### src/rtl/spi_arb_pkg.sv
// Shared encodings for the SPI master arbiter: FSM states and the
// chip-select / slave-select constants it decodes.
package spi_arb_pkg;

  typedef enum logic [2:0] {
    ST_IDLE,
    ST_LAUNCH,
    ST_WAIT_CS,
    ST_XFER,
    ST_FINISH,
    ST_ABORT
  } state_t;

  localparam logic [2:0] CS_IDLE       = 3'b111;
  localparam logic [1:0] SLAVE_INVALID = 2'b11;

endpackage

### src/rtl/rr_arbiter.sv
// Round-robin pick: first set req bit strictly above ptr, wrapping to bit 0.
// Purely combinational; the caller registers the result and advances ptr.
module rr_arbiter #(
  parameter int NUM_REQ = 3,
  parameter int PTR_W   = $clog2(NUM_REQ)
) (
  input  logic [NUM_REQ-1:0] req,
  input  logic [PTR_W-1:0]   ptr,
  output logic [NUM_REQ-1:0] gnt,
  output logic [PTR_W-1:0]   idx,
  output logic               any
);

  logic [NUM_REQ-1:0] upper;
  logic [NUM_REQ-1:0] cand;

  always_comb begin
    upper = '0;
    for (int i = 0; i < NUM_REQ; i++) begin
      upper[i] = req[i] && (PTR_W'(i) > ptr);
    end
    // Nothing pending above the pointer means the search wraps to the bottom.
    cand = (|upper) ? upper : req;
    gnt  = '0;
    idx  = '0;
    for (int i = NUM_REQ - 1; i >= 0; i--) begin
      if (cand[i]) begin
        gnt    = '0;
        gnt[i] = 1'b1;
        idx    = PTR_W'(i);
      end
    end
  end

  assign any = |req;

endmodule

### src/rtl/spi_master_arbiter.sv
// Shares one SPI master among NUM_REQ clients: round-robin grant, latch, start
// pulse, CS-tracked completion, and a watchdog that resets a hung master.
module spi_master_arbiter
  import spi_arb_pkg::*;
#(
  parameter int NUM_REQ = 3,
  parameter int DATA_W  = 8,
  parameter int TIMEOUT = 64
) (
  input  logic                      clk,
  input  logic                      reset,
  input  logic [NUM_REQ-1:0]        req,
  input  logic [2*NUM_REQ-1:0]      req_slave,
  input  logic [DATA_W*NUM_REQ-1:0] req_data,
  output logic [NUM_REQ-1:0]        gnt,
  output logic [NUM_REQ-1:0]        done,
  output logic                      err,
  output logic [DATA_W-1:0]         rx_data,
  output logic                      m_reset,
  output logic                      m_start,
  output logic [1:0]                m_slaveSelect,
  output logic [DATA_W-1:0]         m_dataToSend,
  input  logic [DATA_W-1:0]         m_dataReceived,
  input  logic [2:0]                m_CS
);

  localparam int PTR_W = $clog2(NUM_REQ);
  localparam int TW    = $clog2(TIMEOUT + 1);

  state_t             state;
  logic [PTR_W-1:0]   rr_ptr;
  logic [TW-1:0]      timer;
  logic               abort_q;

  logic [NUM_REQ-1:0] pick;
  logic [PTR_W-1:0]   pick_idx;
  logic               pick_any;
  logic [1:0]         sel_slave;
  logic [DATA_W-1:0]  sel_data;
  logic               timer_expired;

  rr_arbiter #(
    .NUM_REQ (NUM_REQ),
    .PTR_W   (PTR_W)
  ) u_rr (
    .req (req),
    .ptr (rr_ptr),
    .gnt (pick),
    .idx (pick_idx),
    .any (pick_any)
  );

  always_comb begin
    sel_slave = '0;
    sel_data  = '0;
    for (int i = 0; i < NUM_REQ; i++) begin
      if (pick[i]) begin
        sel_slave = req_slave[2*i +: 2];
        sel_data  = req_data[DATA_W*i +: DATA_W];
      end
    end
  end

  // Timer is cleared alongside the start pulse, so this fires TIMEOUT cycles after it.
  assign timer_expired = (timer == TW'(TIMEOUT - 1));

  assign m_reset = reset | abort_q;

  always_ff @(posedge clk) begin
    if (reset) begin
      state         <= ST_IDLE;
      rr_ptr        <= PTR_W'(NUM_REQ - 1);
      timer         <= '0;
      abort_q       <= 1'b0;
      gnt           <= '0;
      done          <= '0;
      err           <= 1'b0;
      rx_data       <= '0;
      m_start       <= 1'b0;
      m_slaveSelect <= '0;
      m_dataToSend  <= '0;
    end else begin
      m_start <= 1'b0;
      done    <= '0;
      abort_q <= 1'b0;
      case (state)
        ST_IDLE: begin
          if (pick_any) begin
            gnt           <= pick;
            rr_ptr        <= pick_idx;
            m_slaveSelect <= sel_slave;
            m_dataToSend  <= sel_data;
            if (sel_slave == SLAVE_INVALID) begin
              err   <= 1'b1;
              done  <= pick;
              state <= ST_FINISH;
            end else begin
              state <= ST_LAUNCH;
            end
          end
        end
        ST_LAUNCH: begin
          m_start <= 1'b1;
          timer   <= '0;
          state   <= ST_WAIT_CS;
        end
        ST_WAIT_CS: begin
          timer <= timer + TW'(1);
          if (m_CS != CS_IDLE) begin
            state <= ST_XFER;
          end else if (timer_expired) begin
            abort_q <= 1'b1;
            state   <= ST_ABORT;
          end
        end
        ST_XFER: begin
          timer <= timer + TW'(1);
          if (m_CS == CS_IDLE) begin
            rx_data <= m_dataReceived;
            err     <= 1'b0;
            done    <= gnt;
            state   <= ST_FINISH;
          end else if (timer_expired) begin
            abort_q <= 1'b1;
            state   <= ST_ABORT;
          end
        end
        ST_ABORT: begin
          err   <= 1'b1;
          done  <= gnt;
          state <= ST_FINISH;
        end
        ST_FINISH: begin
          gnt   <= '0;
          state <= ST_IDLE;
        end
        default: state <= ST_IDLE;
      endcase
    end
  end

endmodule

### config.mk
export PLATFORM = sky130hd
export DESIGN_NAME = spi_master_arbiter
export DESIGN_NICKNAME = d
export VERILOG_FILES = /design/src/rtl/spi_arb_pkg.sv /design/src/rtl/rr_arbiter.sv /design/src/rtl/spi_master_arbiter.sv
export SDC_FILE = /design/constraint.sdc
export NUM_CORES = 1
export LEC_CHECK = 0
export BUFFER_PORTS_ARGS = -buffer_cell sky130_fd_sc_hd__buf_2
export CAP_MARGIN = 10
export CORE_MARGIN = 2
export CORE_UTILIZATION = 37
export CTS_CLUSTER_SIZE = 10
export DETAILED_ROUTE_END_ITERATION = 8
export PLACE_DENSITY_LB_ADDON = 0.12
export SLEW_MARGIN = 10
export SYNTH_ARGS = -nofsm -noshare
export SYNTH_HDL_FRONTEND = slang
export SYNTH_SLANG_ARGS = --single-unit
### constraint.sdc
create_clock -name clk -period 1.6 [get_ports clk]
set_clock_uncertainty 0.1 [all_clocks]
set_input_delay 0.08 -clock clk [delete_from_list [all_inputs] [get_ports clk]]
set_output_delay 0.08 -clock clk [all_outputs]
set_load 0.02 [all_outputs]
==> impl_metrics.tcl, run 1 <==
set metrics [dict create \
    synth.avg_cell_area_um2 8.89 \
    power_uw 3230 \
    die_w_um 74.2 \
    p_switching_uw 1070 \
    start_kind "flop" \
    start_util_pct 38.6 \
    final_common_cell "buf_2" \
    gp_congestion 0.789 \
    multi_input_area_um2 1090 \
    status "finished with violations" \
    clock.fmax_ghz 0.565 \
    cts_num_sinks 39 \
    slowest_delay_ns 0.46 \
    syn_area_um2 1820 \
    critPathMaxFanout 10 \
    worst_pin_slew_ns 0.501 \
    grt_pass1_wl_um 7510 \
    final_cell_mix "buf_2, nor2_1, dfxtp_1" \
    avgRoutedWirePerCell_um 12.9 \
    clockBufferDepth 2 \
    p_seq_share_pct 37.1 \
    fin_tns_setup_ns -0.842 \
    clkLatencyLatePin_ns 0.28 \
    register_area_um2 790 \
    drtPass1Iterations 5 \
    yosys.area_share.simple_pct 22.5 \
    p_leak_uw 0.00123 \
    hp-class "in -> reg" \
    cp-end-kind "flop" \
    rows 25 \
    fin_crit_sh_pct 111 \
    power_density_nw_per_um2 1160 \
    antenna_found_initial 0 \
    preCtsSetupSlack_ns -0.195 \
    violations "negative setup slack" \
    ys_types 45 \
    cpMaxStageDelayCell "or4_1" \
    dpl.hpwl_um 3510 \
    required_ns 1.71 \
    n_antenna_cell 0 \
    clock-root-buffer "clkbuf_8" \
    synth_fa_ha_area_share_pct 0.686 \
    synth_nets 252 \
    fin_ws_ns -0.169 \
    grt_max_degree 39 \
    layout-drive-gt1-share_pct 45.4 \
    synth_mux_area_share_pct 6.18 \
    hold_viol_final 0 \
    swShare_pct 33.0 \
    core_area_um2 4720 \
    drt_first_iter_violations 146 \
    fin_nets 359 \
    gr-usage-all-layers_pct 17.6 \
    place.port_buffers 72 \
    yosys_warnings 0 \
    grt_setup_unrepaired "true" \
    clockPowerShare_pct 26.4 \
    synth_cells 205 \
    seq_area_frac_synth_pct 42.8 \
    ir_drop_mv 0.532 \
    critPathArrivalTime_ns 1.88 \
    synthFlopType "dfxtp_1" \
    fin_crit_ns 1.77 \
    cts_tree "yes" \
    async_flop_share_pct 0 \
    synth_top_family_by_area "compound AO/OA/AOI/OAI gates" \
    path_delay_family "simple AND/OR/NAND/NOR gates" \
    cap_violations 0 \
    critPathKind "reg -> reg" \
    htreeDepth 2 \
    syn_to_final_growth_pct 53.3 \
    crit_chain "nand2b_4, a22o_1, buf_4, nor2b_4, or4_1, a31oi_1" \
    synth-edff-count 0 \
    wl_um 4910 \
    avgViaCountPerCell 5.06 \
    hp-start "req_data[5]" \
    crit_start "rr_ptr[0]" \
    p_comb_share_pct 36.6 \
    die_area_um2 5500 \
    synth-xor-area-share_pct 0.480 \
    num_vias 1921 \
    clk_pin_slew_worst_paths_ns 0.08 \
    relSlewSlack_pct 66.3 \
    io_pins 73 \
    fill_cells 434 \
    drc_errors 0 \
    final_util_pct 59.2 \
    grt_pass1_vias 1652 \
    setup_viol 8 \
    die_h_um 74.2 \
    numCtsBuffers 5 \
    path_buf_inv 1 \
    r2r_start "rr_ptr[0]" \
    drv_slew 0 \
    drtAntennaViolNets 0 \
    p_int_uw 2160 \
    grt.overflow.total 0 \
    synth_compound_area_share_pct 23.5 \
    ys_ff_latch 39 \
]
==> worst paths after layout <==
check,depth (start not counted),slack (ns),endpoint
setup / recovery,6,-0.17,state[2]
hold reg to reg,2,0.38,gnt[1]
setup reg to reg,6,-0.17,state[2]
hold / removal,3,0.06,m_dataToSend[5]
==> logic make-up after synthesis <==
| logic type | after synthesis |
|---|---|
| buffers and inverters | 16 |
| and+or+nand+nor | 81 |
| xor gates and xnor gates | 1 |
| DFF | 39 |
| muxes | 11 |
| AOI/OAI and AO/OA | 56 |
| adders and majority gates | 1 |
==> area by class of cell <==
class	count	area share, %
clock buffer	6	2.95
multi-input combinational	150	38.9
tap	67	3.00
timing repair buffer	114	25.3
inverter	2	0.269
clock inverter	2	1.25
sequential	39	28.2
==> routing by layer <==
layer	track usage [%]	share of wire [%]	vias to the layer above
met5	0	0	-
met4	4.85	0.49	0
met3	4.20	4.6	2
met2	29.6	50	54
met1	22.7	45	890
li1	-	-	975
==> sequential cells by signal (all words and copies together) (netlist names), 2 cells and up <==
register,cells
rr_ptr,2
rx_data,8
m_dataToSend,8
state,3
gnt,3
timer,7
m_slaveSelect,2
done,3
==> worst register-to-register path, cell delays in order, from the launching register on <==
cell	delay [ns]
dfxtp_2	0.34
nand2b_4	0.14
a22o_1	0.21
buf_4	0.17
nor2b_4	0.15
or4_1	0.46
a31oi_1	0.13
==> through the flow <==
stage | cell area [um^2] | std cells | hold WS, ns
2_1_floorplan | 1840 | 205 | 0.127
3_3_place_gp | 2480 | 363 | 0.213
3_5_place_dp | 2480 | 363 | 0.221
4_1_cts | 2720 | 379 | 0.0783
5_1_grt | 2800 | 380 | 0.0793
6_report | 2800 | 380 | 0.0600
==> Yosys cell counts (all sizes together), types with 3 or more instances <==
library cell | instances | area (um^2)
clkbuf | 9 | 33.8
a22oi | 6 | 45.0
a222oi | 9 | 90.1
nor2b | 6 | 45.0
mux2i | 9 | 90.1
buf | 5 | 27.5
nand2 | 12 | 45.0
o21ai | 4 | 20.0
nor3 | 4 | 20.0
a22o | 3 | 26.3
nor2 | 35 | 131
dfxtp | 39 | 781
nand2b | 4 | 25.0
nor4b | 3 | 32.5
a21oi | 11 | 55.1
and3 | 3 | 18.8
nand3 | 4 | 20.0
a211oi | 9 | 67.6
==> power by group through the flow <==
| stage | combinational [uW] | sequential [uW] | clock [uW] |
|---|---|---|---|
| floorplan | 525 | 1320 | 0 |
| global placement | 1090 | 1200 | 0 |
| detailed placement | 1100 | 1200 | 0 |
| CTS | 1150 | 1180 | 866 |
| global route | 1300 | 1210 | 912 |
| finish | 1180 | 1200 | 851 |
==> repair_timing <==
item | 4_1_cts | 5_1_grt
setup buffers | 0 | 1
hold buffers | 8 | 0
setup endpoints to repair | 20 | 27
gates resized for setup | 10 | 15
hold endpoints to repair | 8 | 0
pin swaps | 0 | 12
No activity file was read; power rests on OpenSTA's default activity.
==> run 2, diff against run 1 <==
SKIP_CTS_REPAIR_TIMING = 1   (was unset)
==> run 2 against run 1 <==
The flow still finishes with violations (negative setup slack). Clock power is essentially flat. Power grew 0.14%. Register-to-register slack is essentially flat. Via count shrank 0.16%. Sequential power is essentially flat. Critical path type unchanged. Largest cell class unchanged.
==> impl_metrics.tcl, run 2 (synthesis gave the netlist of run 1 again) <==
set metrics [dict create \
    hp-start "req_data[5]" \
    fin_nets 359 \
    rows 25 \
    place.port_buffers 72 \
    die_h_um 74.2 \
    clock-root-buffer "clkbuf_8" \
    syn_to_final_growth_pct 52.8 \
    p_switching_uw 1060 \
    clkLatencyLatePin_ns 0.28 \
    final_util_pct 59.0 \
    swShare_pct 32.9 \
    power_density_nw_per_um2 1160 \
    cap_violations 0 \
    cts_tree "yes" \
    grt_setup_unrepaired "true" \
    htreeDepth 2 \
    fin_cells 380 \
    io_pins 73 \
    r2r_start "rr_ptr[0]" \
    dpl.hpwl_um 3510 \
    required_ns 1.71 \
    clockPowerShare_pct 26.4 \
    p_leak_uw 0.00123 \
    drtPass1Iterations 7 \
    fill_cells 437 \
    drc_errors 0 \
    grt_pass1_wl_um 7170 \
    cts_num_sinks 39 \
    drtAntennaViolNets 0 \
    die_w_um 74.2 \
    worst_pin_slew_ns 0.507 \
    critPathMaxFanout 10 \
    setup_viol 8 \
    start_util_pct 38.6 \
    hp-class "in -> reg" \
    top_regs "m_dataToSend (8), rx_data (8), timer (7)" \
    critPathArrivalTime_ns 1.88 \
    start_kind "flop" \
    grt_pass1_vias 1582 \
    p_int_uw 2170 \
    hold_viol_final 0 \
    num_vias 1918 \
    critPathKind "reg -> reg" \
    grt_max_degree 39 \
    drv_slew 0 \
    clock.fmax_ghz 0.566 \
    crit_start "rr_ptr[0]" \
    p_comb_share_pct 36.7 \
    wl_um 4980 \
    dp_cells 363 \
    clockBufferDepth 2 \
    clk_pin_slew_worst_paths_ns 0.08 \
    core_area_um2 4720 \
    gp_congestion 0.789 \
    ir_drop_mv 0.539 \
    grt.overflow.total 0 \
    n_antenna_cell 0 \
    p_seq_share_pct 36.9 \
    status "finished with violations" \
    drt_first_iter_violations 144 \
    antenna_found_initial 0 \
    relSlewSlack_pct 65.9 \
    fin_crit_sh_pct 111 \
    layout-drive-gt1-share_pct 44.7 \
    numCtsBuffers 5 \
    fin_ws_ns -0.168 \
    avgRoutedWirePerCell_um 13.1 \
    die_area_um2 5500 \
    final_cell_mix "buf_2, nor2_1, dfxtp_1" \
    violations "negative setup slack" \
    avgViaCountPerCell 5.05 \
    final_common_cell "buf_2" \
    cp-end-kind "flop" \
    fin_crit_ns 1.77 \
    gr-usage-all-layers_pct 16.8 \
]
[run 2: cell counts in the layout (fill, tap and decap cells not counted)]
Identical to the previous run, type by type.
[run 2: area by class of cell]
cell class                 count  area, um^2  area share (%)
clock buffer                   6        82.6            2.96
clock inverter                 2        35.0            1.26
inverter                       2        7.51           0.269
multi-input combinational    150        1070            38.5
sequential                    39         790            28.3
tap                           67        83.8            3.01
timing repair buffer         114         716            25.7
[run 2: through the flow]
| step | setup slack (ns) | power, uW | setup TNS (ns) | cell area, um^2 | hold slack [ns] |
|---|---|---|---|---|---|
| 6_report | -0.168 | 3230 | -0.795 | 2790 | 0.0582 |
| 5_1_grt | -0.251 | 3430 | -1.88 | 2790 | 0.0793 |
| 4_1_cts | -0.213 | 3140 | -1.80 | 2600 | -0.0779 |
| 3_5_place_dp | -0.195 | 2300 | -1.33 | 2480 | 0.221 |
| 3_3_place_gp | -0.160 | 2290 | -1.45 | 2480 | 0.213 |
| 2_1_floorplan | -0.144 | 1840 | -0.502 | 1840 | 0.127 |
[run 2: critical path, stage by stage, from the launching register on]
cell	delay (ns)
dfxtp_2	0.34
nand2b_4	0.13
a22o_1	0.21
buf_4	0.18
nor2b_4	0.15
or4_1	0.46
a31oi_1	0.13
[run 2: final timing paths]
| kind | endpoint | slack, ns | depth (start not counted) |
|---|---|---|---|
| max | state[2] | -0.17 | 6 |
| min | m_dataToSend[5] | 0.06 | 3 |
| max reg2reg | state[2] | -0.17 | 6 |
| min reg2reg | gnt[1] | 0.38 | 2 |
[run 2: power groups by stage]
| stage | Clock, uW | Sequential [uW] | Combinational, uW |
|---|---|---|---|
| 6_report | 852 | 1190 | 1190 |
| 5_1_grt | 915 | 1210 | 1310 |
| 4_1_cts | 866 | 1180 | 1100 |
| 3_5_place_dp | 0 | 1200 | 1100 |
| 3_3_place_gp | 0 | 1200 | 1090 |
| 2_1_floorplan | 0 | 1320 | 525 |
[run 2: routing by layer]
metal | track usage (%) | vias up | wire [um]
met5 | 0 | - | 0
met4 | 4.85 | 0 | 24
met2 | 27.4 | 54 | 2470
met3 | 4.20 | 2 | 208
li1 | - | 977 | -
met1 | 22.1 | 885 | 2280
==> run 3, diff against run 2 <==
SYNTH_HIERARCHICAL = 1   (was unset)
==> run 3 against run 2 <==
The run still ends with negative setup slack left. First-iteration DRC count decreased by 63%. Sequential share of layout area is 1.1 points lower. Power up 5.1%. Worst hold slack worse by 0.011 ns. Sequential power barely moved. Critical path type unchanged. Largest power group is now combinational logic.
==> impl_metrics.tcl, run 3 <==
set metrics [dict create \
    status "finished with violations" \
    violations "negative setup slack" \
    cap_violations 0 \
    grt_pass1_vias 1958 \
    fin_crit_sh_pct 109 \
    drtPass1Iterations 4 \
    relSlewSlack_pct 71.4 \
    worst_pin_slew_ns 0.429 \
    cp-end-kind "flop" \
    ir_drop_mv 0.566 \
    path_buf_inv 0 \
    drt_first_iter_violations 53 \
    grt_setup_unrepaired "true" \
    clock.fmax_ghz 0.571 \
    fin_ws_ns -0.150 \
    final_common_cell "buf_2" \
    synthFlopType "dfxtp_1" \
    grt.overflow.total 0 \
    gr-usage-all-layers_pct 18.1 \
    synth_most_common_cell "dfxtp_1" \
    cts_tree "yes" \
    syn_to_final_growth_pct 47.7 \
    die_w_um 76.7 \
    p_leak_uw 0.00126 \
    die_h_um 76.7 \
    fin_crit_ns 1.75 \
    seq_area_frac_synth_pct 39.9 \
    final_area_um2 2890 \
    clockPowerShare_pct 24.5 \
    power_uw 3400 \
    grt_pass1_wl_um 8750 \
    critPathKind "reg -> reg" \
    clkLatencyLatePin_ns 0.29 \
    critPathArrivalTime_ns 1.86 \
    cts_num_sinks 39 \
    synth.largest_area_cell "dfxtp_1" \
    critPathMaxFanout 7 \
    drtAntennaViolNets 0 \
    reg2reg_slack_ns -0.15 \
    avgViaCountPerCell 5.00 \
    yosys_warnings 6 \
    die_area_um2 5890 \
    layout-drive-gt1-share_pct 41.2 \
    final_cell_mix "buf_2, dfxtp_1, buf_4" \
    hp-class "in -> reg" \
    start_util_pct 38.3 \
    clockBufferDepth 2 \
    setup_viol 14 \
    fin_tns_setup_ns -0.943 \
    avgRoutedWirePerCell_um 13.0 \
    slowest_delay_ns 0.37 \
    yosysTopAreaCellShare_pct 39.9 \
    crit_chain "nor2b_4, o2bb2ai_4, nand3b_1, a2111oi_4, a22oi_1, o32ai_1" \
    synth-edff-count 0 \
    clk_pin_slew_worst_paths_ns 0.08 \
    async_flop_share_pct 0 \
    cpMaxStageDelayCell "dfxtp_4" \
    synth_nets 281 \
    synthTopCellsByArea "dfxtp_1, a21oi_1, mux2i_1, nand2_1, nor2_1" \
    syn_area_um2 1960 \
    swShare_pct 35.3 \
    hold_viol_final 0 \
    htreeDepth 2 \
    numCtsBuffers 5 \
    place_area_um2 2630 \
    p_switching_uw 1200 \
    place.port_buffers 72 \
    io_pins 73 \
    wl_um 5290 \
    drv_slew 0 \
    fin_nets 383 \
    p_seq_share_pct 35.1 \
    rows 26 \
    core_area_um2 5110 \
    required_ns 1.71 \
    n_antenna_cell 0 \
    power_density_nw_per_um2 1180 \
    final_util_pct 56.6 \
    synth.avg_cell_area_um2 8.36 \
    gp_congestion 0.797 \
    p_comb_share_pct 40.4 \
    clock-root-buffer "clkbuf_8" \
    synthTopCellsByCount "dfxtp_1, nand2_1, nor2_1" \
    antenna_found_initial 0 \
    p_int_uw 2200 \
    drc_errors 0 \
    grt_max_degree 22 \
    preCtsSetupSlack_ns -0.221 \
    ys_ff_latch 39 \
    num_vias 2037 \
    path_delay_family "compound AO/OA/AOI/OAI gates" \
    ys_types 42 \
    synth_cells 234 \
    top_regs "m_dataToSend (8), rx_data (8), timer (7)" \
    start_kind "flop" \
    dpl.hpwl_um 3770 \
]
run 3: path summary, 6_finish.rpt:
kind,start,cells after the start,end
min reg2reg,m_dataToSend[3],2,m_dataToSend[3]
min,req_data[20],4,m_dataToSend[4]
max reg2reg,rr_ptr[1],6,state[2]
max,rr_ptr[1],6,state[2]
run 3: worst reg2reg max path, stage by stage (launching register included):
cell and delay (ns):
dfxtp_4 0.37, nor2b_4 0.15, o2bb2ai_4 0.11, nand3b_1 0.28
a2111oi_4 0.35, a22oi_1 0.10, o32ai_1 0.21
run 3: cells by family after synthesis:
family | count (synthesis) | share of synthesized area [%]
simple gates | 102 | 26.4
buf+inv | 20 | 5.05
xor+xnor | 1 | 0.448
compound gates | 58 | 20.8
fa+ha+maj | 2 | 1.15
mux | 12 | 6.27
flops | 39 | 39.9
run 3: layout make-up:
| cell class | count | area (um^2) |
|---|---|---|
| inverters | 3 | 11.3 |
| clock buffers | 5 | 68.8 |
| multi-input cells | 175 | 1200 |
| well taps | 70 | 87.6 |
| flip-flops and latches | 39 | 788 |
| clock inverters | 3 | 43.8 |
| fillers | 496 | 2220 |
| repair buffers | 112 | 693 |
run 3: metal layers:
metal	vias to the layer above	GRT usage [%]	part of all wire [%]
met3	4	4.59	5.2
li1	1041	-	-
met4	0	5.64	0.79
met2	45	32.8	52
met5	-	0	0
met1	947	20.8	42
run 3: metrics by stage:
stage	std cells	hold slack (ns)
finish	407	0.0472
global route	407	0.0629
CTS	396	-0.0892
detailed placement	388	0.225
global placement	388	0.214
floorplan	234	0.127
run 3: power by group through the flow:
stage	registers [uW]	clock network [uW]	logic [uW]
floorplan	1310	0	760
global placement	1210	0	1300
detailed placement	1210	0	1300
CTS	1190	862	1310
global route	1210	903	1510
finish	1190	833	1370
